`src/rtl/fp_cmp_cond_unit.sv`:
```
// fp_cmp_cond_unit: evaluates a compare predicate from FP96 compare flags, raises NV,
// and returns tagged results through a 2-entry output FIFO with sticky flags and an NV counter.
module fp_cmp_cond_unit #(
  parameter int TAGW = 8,
  parameter int CNTW = 16
) (
  input  logic            clk,
  input  logic            rst_n,
  input  logic            flush,
  input  logic            in_valid,
  output logic            in_ready,
  input  logic [15:0]     in_flags,
  input  logic            in_snan,
  input  logic [3:0]      in_cond,
  input  logic            in_sig,
  input  logic [TAGW-1:0] in_tag,
  output logic            out_valid,
  input  logic            out_ready,
  output logic            out_res,
  output logic            out_nv,
  output logic            out_ill,
  output logic [TAGW-1:0] out_tag,
  output logic            nv_sticky,
  output logic            ill_sticky,
  input  logic            sticky_clr,
  output logic [CNTW-1:0] nv_count
);
  localparam int PW = TAGW + 3;
  logic [PW-1:0]   mem_q [2];
  logic [1:0]      cnt_q, cnt_d;
  logic            wr_q, wr_d, rd_q, rd_d;
  logic            nv_st_q, nv_st_d, ill_st_q, ill_st_d;
  logic [CNTW-1:0] nv_cnt_q, nv_cnt_d;
  logic            ill, rel, res, nv, push, pop, nv_ev;
  // Reserved codes are 5-7 and 13-15; relational codes are 1,2,9,10.
  assign ill   = in_cond[2] & (in_cond[1] | in_cond[0]);
  assign rel   = ~in_cond[2] & (in_cond[1] ^ in_cond[0]);
  assign res   = ~ill & in_flags[in_cond];
  assign nv    = in_snan | (in_sig & in_flags[4] & rel);
  assign in_ready  = cnt_q != 2'd2;
  assign out_valid = cnt_q != 2'd0;
  assign push  = in_valid & in_ready & ~flush;
  assign pop   = out_valid & out_ready & ~flush;
  assign nv_ev = push & nv;
  always_comb begin
    cnt_d    = flush ? 2'd0 : cnt_q + {1'b0, push} - {1'b0, pop};
    wr_d     = flush ? 1'b0 : wr_q ^ push;
    rd_d     = flush ? 1'b0 : rd_q ^ pop;
    nv_st_d  = nv_ev | (nv_st_q & ~sticky_clr);
    ill_st_d = (push & ill) | (ill_st_q & ~sticky_clr);
    nv_cnt_d = sticky_clr ? CNTW'(nv_ev) : (nv_ev && !(&nv_cnt_q)) ? nv_cnt_q + CNTW'(1) : nv_cnt_q;
  end
  always_ff @(posedge clk) begin
    if (!rst_n) begin
      cnt_q    <= '0;
      wr_q     <= 1'b0;
      rd_q     <= 1'b0;
      mem_q[0] <= '0;
      mem_q[1] <= '0;
      nv_st_q  <= 1'b0;
      ill_st_q <= 1'b0;
      nv_cnt_q <= '0;
    end else begin
      cnt_q    <= cnt_d;
      wr_q     <= wr_d;
      rd_q     <= rd_d;
      if (push) mem_q[wr_q] <= {res, nv, ill, in_tag};
      nv_st_q  <= nv_st_d;
      ill_st_q <= ill_st_d;
      nv_cnt_q <= nv_cnt_d;
    end
  end
  assign {out_res, out_nv, out_ill, out_tag} = mem_q[rd_q];
  assign nv_sticky  = nv_st_q;
  assign ill_sticky = ill_st_q;
  assign nv_count   = nv_cnt_q;
endmodule

```
`config.mk`:
```
export PLATFORM = sky130hd
export DESIGN_NAME = fp_cmp_cond_unit
export DESIGN_NICKNAME = d
export VERILOG_FILES = /design/src/rtl/fp_cmp_cond_unit.sv
export SDC_FILE = /design/constraint.sdc
export NUM_CORES = 1
export LEC_CHECK = 0
export ABC_AREA = 1
export CAP_MARGIN = 40
export CELL_PAD_IN_SITES_DETAIL_PLACEMENT = 0
export CELL_PAD_IN_SITES_GLOBAL_PLACEMENT = 1
export CORE_MARGIN = 2
export CORE_UTILIZATION = 35
export CTS_CLUSTER_DIAMETER = 80
export CTS_CLUSTER_SIZE = 10
export DETAILED_ROUTE_END_ITERATION = 16
export HOLD_SLACK_MARGIN = 0.05
export PLACE_DENSITY_LB_ADDON = 0.1
export SYNTH_ARGS = -nofsm -noshare
export SYNTH_HDL_FRONTEND = slang
export SYNTH_SLANG_ARGS = --single-unit
```
`constraint.sdc`:
```
create_clock -name clk -period 3.7 [get_ports clk]
set_input_delay 0.74 -clock clk [delete_from_list [all_inputs] [get_ports clk]]
set_output_delay 0.74 -clock clk [all_outputs]
set_load 0.03 [all_outputs]
```
==> metrics, run 1 <==
Worst Hold Depth 2; crit path buf inv count 2; worst-path cell chain inv_1 -> nand2_1 -> nand2_1 -> clkdlybuf4s50_1; H-tree levels 2; FFs w/ async S/R, synth 0; num ports 67; Worst slew margin 0.645; Synth Flop Type edfxtp_1; power per cell area 315 nW/µm²; Core Box Area 6830 µm²; Crit-path slowest cell dfxtp_1; global-route wire length before repair 9560 µm; vias in the first global route 2157; Worst Hold Path EP nv_sticky; CTS Sinks 44; maxcap violations 0; Final min period 2750 ps; total power 1.06 mW; hpwl dp 4260 µm; vias per cell 4.46; max frequency 364 MHz; count of pins over their slew limit 0; Unique masters post-synth 27; crit path from rd_q; Vert. Die Dim 88.4 µm; initial antenna violation count 0; Final Hold Fails 0; worst skew pair latency 300 ps; Num CTS Buffers 5; YS warnings 0; status complete, no violations; DRT Pass-1 Iters 4; setup slack, reg-to-reg 1800 ps; crit end category output port; PostCTS Resize Cnt 0; r2r endpoint cnt_q[1]; critical path class register to output port; RD Place Congestion 0.790; Synth top cells by count nand2_1, nor2_1, inv_1, dfxtp_1, edfxtp_1; number of synthesized flops with an enable pin 22; Congestion Overflow GR 0; crit path DAT 2010 ps; most frequent CP cell nand2_1; Seq/Total Area, Yosys 0.441; Clk pin slew, worst setup/hold paths 90 ps; FF+latch count, synth 44; Reg2Reg Launch Point cnt_q[1]; crit start category register; Post-route DRC 0; IO buf count 66; CTS Buffer Depth 2; Hold Crit Start nv_sticky; placed instance count 500; WL final 5730 µm; Wirelength per Cell 11.3 µm; worst reg2reg path depth 9; Fin Setup TNS 0 ps; Synth area leader edfxtp_1; final setup violation count 0; Syn Std Cell Area 2490 µm²; RSZ-0062 raised after global routing false; Min Hold Slack 487 ps; gr usage total 0.157; starting density of the core 0.365; LEAKAGE 1.38 nW; Post-CTS Setup Inserts 0; crit-path max FO 13; Required @ worst endpoint 2960 ps; count leader, synth nand2_1; Final Cycle Share 0.743; detailed-route via count 2267; Post-layout nets 451; die area 7820 µm²; Yosys top cell area share 0.265; ANT nets after route 0; Synth area leaders edfxtp_1, dfxtp_1, nand2_1, nor2_1, inv_1; Max stage delay on crit path 590 ps; CTS tree built; Mean Syn Cell Area 7.27 µm²; Post-CTS Hold Buffers 0; Worst Hold Class register to register; Top delay family on crit path buffers and inverters; antenna cells 0; largest net degree at the start of global routing 16; root buffer cell clkbuf_8; Post-Syn Nets 383; final std cells w/o fill 508; cells after synthesis 343; P&R area growth vs syn 34.9%; initial drt markers 78; Clock Skew 4.81 ps; peak supply drop 0.000149 V; layout cells sized above 1 0.0874; FP Rows 30; Die Width 88.4 µm; measured slew at the worst slew-check pin 532 ps
worst reg2reg max path: stages (launching register included):
cell	delay, ps
dfxtp_1	340
or2_2	310
nand2_1	130
nor2_1	60
ha_1	270
inv_1	40
ha_1	170
xnor2_1	130
or2_2	270
a21oi_1	110
logic make-up after synthesis:
logic type,Yosys count,synth area share
AO/OA/AOI/OAI,31,0.0812
XOR/XNOR,7,0.0246
adder cells (fa/ha/maj),4,0.0201
buffers and inverters,54,0.0883
flip-flops,44,0.441
AND/OR/NAND/NOR,203,0.345
state kept, by name (all words and copies together) (netlist names):
signal / flops
cnt_q: 2
ill_sticky: 1
mem_q: 22
nv_count: 16
nv_sticky: 1
rd_q: 1
wr_q: 1
report_power, final:
part	leakage, nW	internal [mW]	switching, mW
Combinational	0.915	0.0685	0.0790
Clock	0.0548	0.203	0.180
Sequential	0.408	0.525	0.00575
Total	1.38	0.797	0.265
placed cells by master, fill, tap and decap left out:
cell,count
xnor2_1,4
nor3_1,1
inv_1,45
o21ai_0,8
nand3_2,1
o211ai_1,2
buf_4,3
a21oi_1,10
inv_6,1
a32o_1,1
dfxtp_1,22
ha_1,4
or2_2,2
edfxtp_1,22
nor2_2,5
bufinv_16,1
nand3b_1,1
xor2_1,3
a21oi_2,10
nor2_4,2
clkinvlp_4,1
nand2_1,113
nand2_2,3
inv_2,1
nor2_1,51
clkbuf_8,5
nand3_4,1
nand4_1,3
nand3_1,20
clkdlybuf4s50_1,66
per-stage QoR:
stage | worst slack [ps] | instance area (µm²) | util
4_1_cts | 887 | 3370 | 0.493
3_5_place_dp | 652 | 3250 | 0.476
2_1_floorplan | 1750 | 2490 | -
3_3_place_gp | 760 | 3250 | 0.476
6_report | 951 | 3370 | 0.493
5_1_grt | 772 | 3370 | 0.493
worst max-delay path by stage:
stage / to / slack (ps) / cells after the start
floorplan: cnt_q[1] / 1750 / 8
detailed placement: nv_count[8] / 650 / 11
CTS: out_ill / 890 / 4
global placement: nv_count[8] / 760 / 11
finish: out_ill / 950 / 4
global route: out_tag[4] / 770 / 4
final cells by class:
class / count / area (µm²)
clock inverters: 3 / 46.3
fillers: 705 / 3470
flip-flops and latches: 44 / 1100
multi-input cells: 245 / 1170
well taps: 96 / 120
clock buffers: 5 / 68.8
repair buffers: 69 / 683
inverters: 46 / 173
layer usage:
| layer | share of wire | global-route usage | up-vias |
|---|---|---|---|
| met1 | 0.48 | 0.202 | 1002 |
| met3 | 0.048 | 0.0420 | 5 |
| met5 | 0 | 0 | - |
| met4 | 0.0098 | 0.0399 | 0 |
| met2 | 0.46 | 0.262 | 49 |
| li1 | - | - | 1211 |
No activity file was read; power rests on OpenSTA's default activity.
==> inputs of run 2 (changes only) <==
- CORE_UTILIZATION: 35 -> 31
- clock period: 3.7 -> 2.4 ns (I/O delays scaled with it)
==> metrics, run 2 (same netlist as run 1, synthesis figures left out) <==
status complete, no violations (unchanged); num ports 67 (unchanged); final setup violation count 0 (unchanged); antenna cells 0 (unchanged); cell area after layout 3450 µm² (was 3370 µm²); Post-CTS Setup Inserts 0 (unchanged); Die Width 93.7 µm (was 88.4 µm); count of pins over their slew limit 0 (unchanged); Final Cycle Share 0.914; layout cells sized above 1 0.107 (was 0.0874); largest net degree at the start of global routing 16 (unchanged); Core Box Area 7770 µm² (was 6830 µm²); measured slew at the worst slew-check pin 542 ps (was 532 ps); Fin Setup TNS 0 ps (unchanged); vias per cell 4.32 (was 4.46); detailed-route via count 2254 (was 2267); Final min period 2190 ps; Largest Register mem_q (unchanged); Post-route DRC 0 (unchanged); critical path class register to output port (unchanged); most frequent cells in the layout nand2_1, clkdlybuf4s50_1, nor2_1, inv_1 (unchanged); H-tree levels 2 (unchanged); GR peak layer met2 (unchanged); GRT met2 Usage 0.232 (was 0.262); Clk pin slew, worst setup/hold paths 90 ps (about the same); Clock Skew 11.4 ps (was 4.81 ps); Post-layout nets 459 (was 451); initial drt markers 62 (was 78); worst skew pair latency 300 ps (about the same); met3 Resource Use GR 0.0289 (was 0.0420); global-route wire length before repair 9630 µm (was 9560 µm); gr usage total 0.139 (was 0.157); Congestion Overflow GR 0 (unchanged); grt met1 use 0.182 (was 0.202); max reg flops 22 (unchanged); Final WS setup 206 ps (was 951 ps); LEAKAGE 1.42 nW (was 1.38 nW); hpwl dp 4410 µm (was 4260 µm); WL final 5750 µm (was 5730 µm); final std cells w/o fill 522 (was 508); most common cell after layout, fill and taps aside nand2_1 (unchanged); DRT Pass-1 Iters 4 (unchanged); FP Rows 32 (was 30); CTS Sinks 44 (unchanged); Vert. Die Dim 93.7 µm (was 88.4 µm); total power 1.62 mW (was 1.06 mW); IO buf count 66 (unchanged); crit start category register (unchanged); die area 8780 µm² (was 7820 µm²); PostCTS Resize Cnt 0 (unchanged); DP Worst Slack 137 ps (was 652 ps); Worst Hold Class register to register (unchanged); Wirelength per Cell 11.0 µm (was 11.3 µm); crit end category output port (unchanged); ANT nets after route 0 (unchanged); initial antenna violation count 0 (unchanged); Min Hold Slack 484 ps (was 487 ps); Final Hold Fails 0 (unchanged); root buffer cell clkbuf_8 (unchanged); CTS Buffer Depth 2 (unchanged); CTS tree built (unchanged); Worst slew margin 0.638 (was 0.645); Core Util, Final 0.444 (was 0.493); Num CTS Buffers 5 (unchanged); placed instance count 514 (was 500); RD Place Congestion 0.727 (was 0.790); P&R area growth vs syn 38.1% (was 34.9%); Post-CTS Hold Buffers 0 (unchanged); RSZ-0062 raised after global routing false (unchanged); vias in the first global route 2138 (was 2157); max frequency 456 MHz; placed inst area 3330 µm² (was 3250 µm²); power per cell area 472 nW/µm² (was 315 nW/µm²); crit-path max FO 13 (unchanged); maxcap violations 0 (unchanged); peak supply drop 0.000275 V (was 0.000149 V); starting density of the core 0.321 (was 0.365); Required @ worst endpoint 1920 ps (was 2960 ps); crit path DAT 1710 ps (was 2010 ps)
==> run 2: cell types whose count changed in the layout (fill, tap and decap cells not counted), sizes merged <==
cell      delta
buf          +8
clkinv       +1
clkinvlp     +1
inv          -2
==> run 2: area by class of cell <==
class                      instances  area [µm²]
multi-input combinational        245        1170
fill                             823        4320
sequential                        44        1100
tap                              102         128
timing repair buffer              77         756
clock buffer                       5        68.8
clock inverter                     3        42.5
inverter                          46         176
==> run 2: layer usage <==
metal / routed length (µm) / up-vias
met5: 0 / -
met4: 79 / 0
met3: 277 / 7
met2: 2580 / 48
met1: 2820 / 974
li1: - / 1225
==> run 2: worst paths after layout <==
path | startpoint | endpoint | slack [ps] | cells after the start
worst min-delay path | ill_sticky | ill_sticky | 480 | 1
worst max register to register | cnt_q[1] | cnt_q[1] | 540 | 9
worst max-delay path | rd_q | out_nv | 210 | 4
worst min register to register | ill_sticky | ill_sticky | 480 | 1
==> run 2: power by group <==
group	switching, mW	total, mW	internal [mW]
Combinational	0.124	0.240	0.116
Sequential	0.00810	0.817	0.809
Clock	0.260	0.568	0.308
==> run 2: worst max-delay path: stages, from the launching register on <==
cell and delay [ps]:
dfxtp_1 370, clkinvlp_4 260, nand2_1 120, nand2_1 70
clkdlybuf4s50_1 590
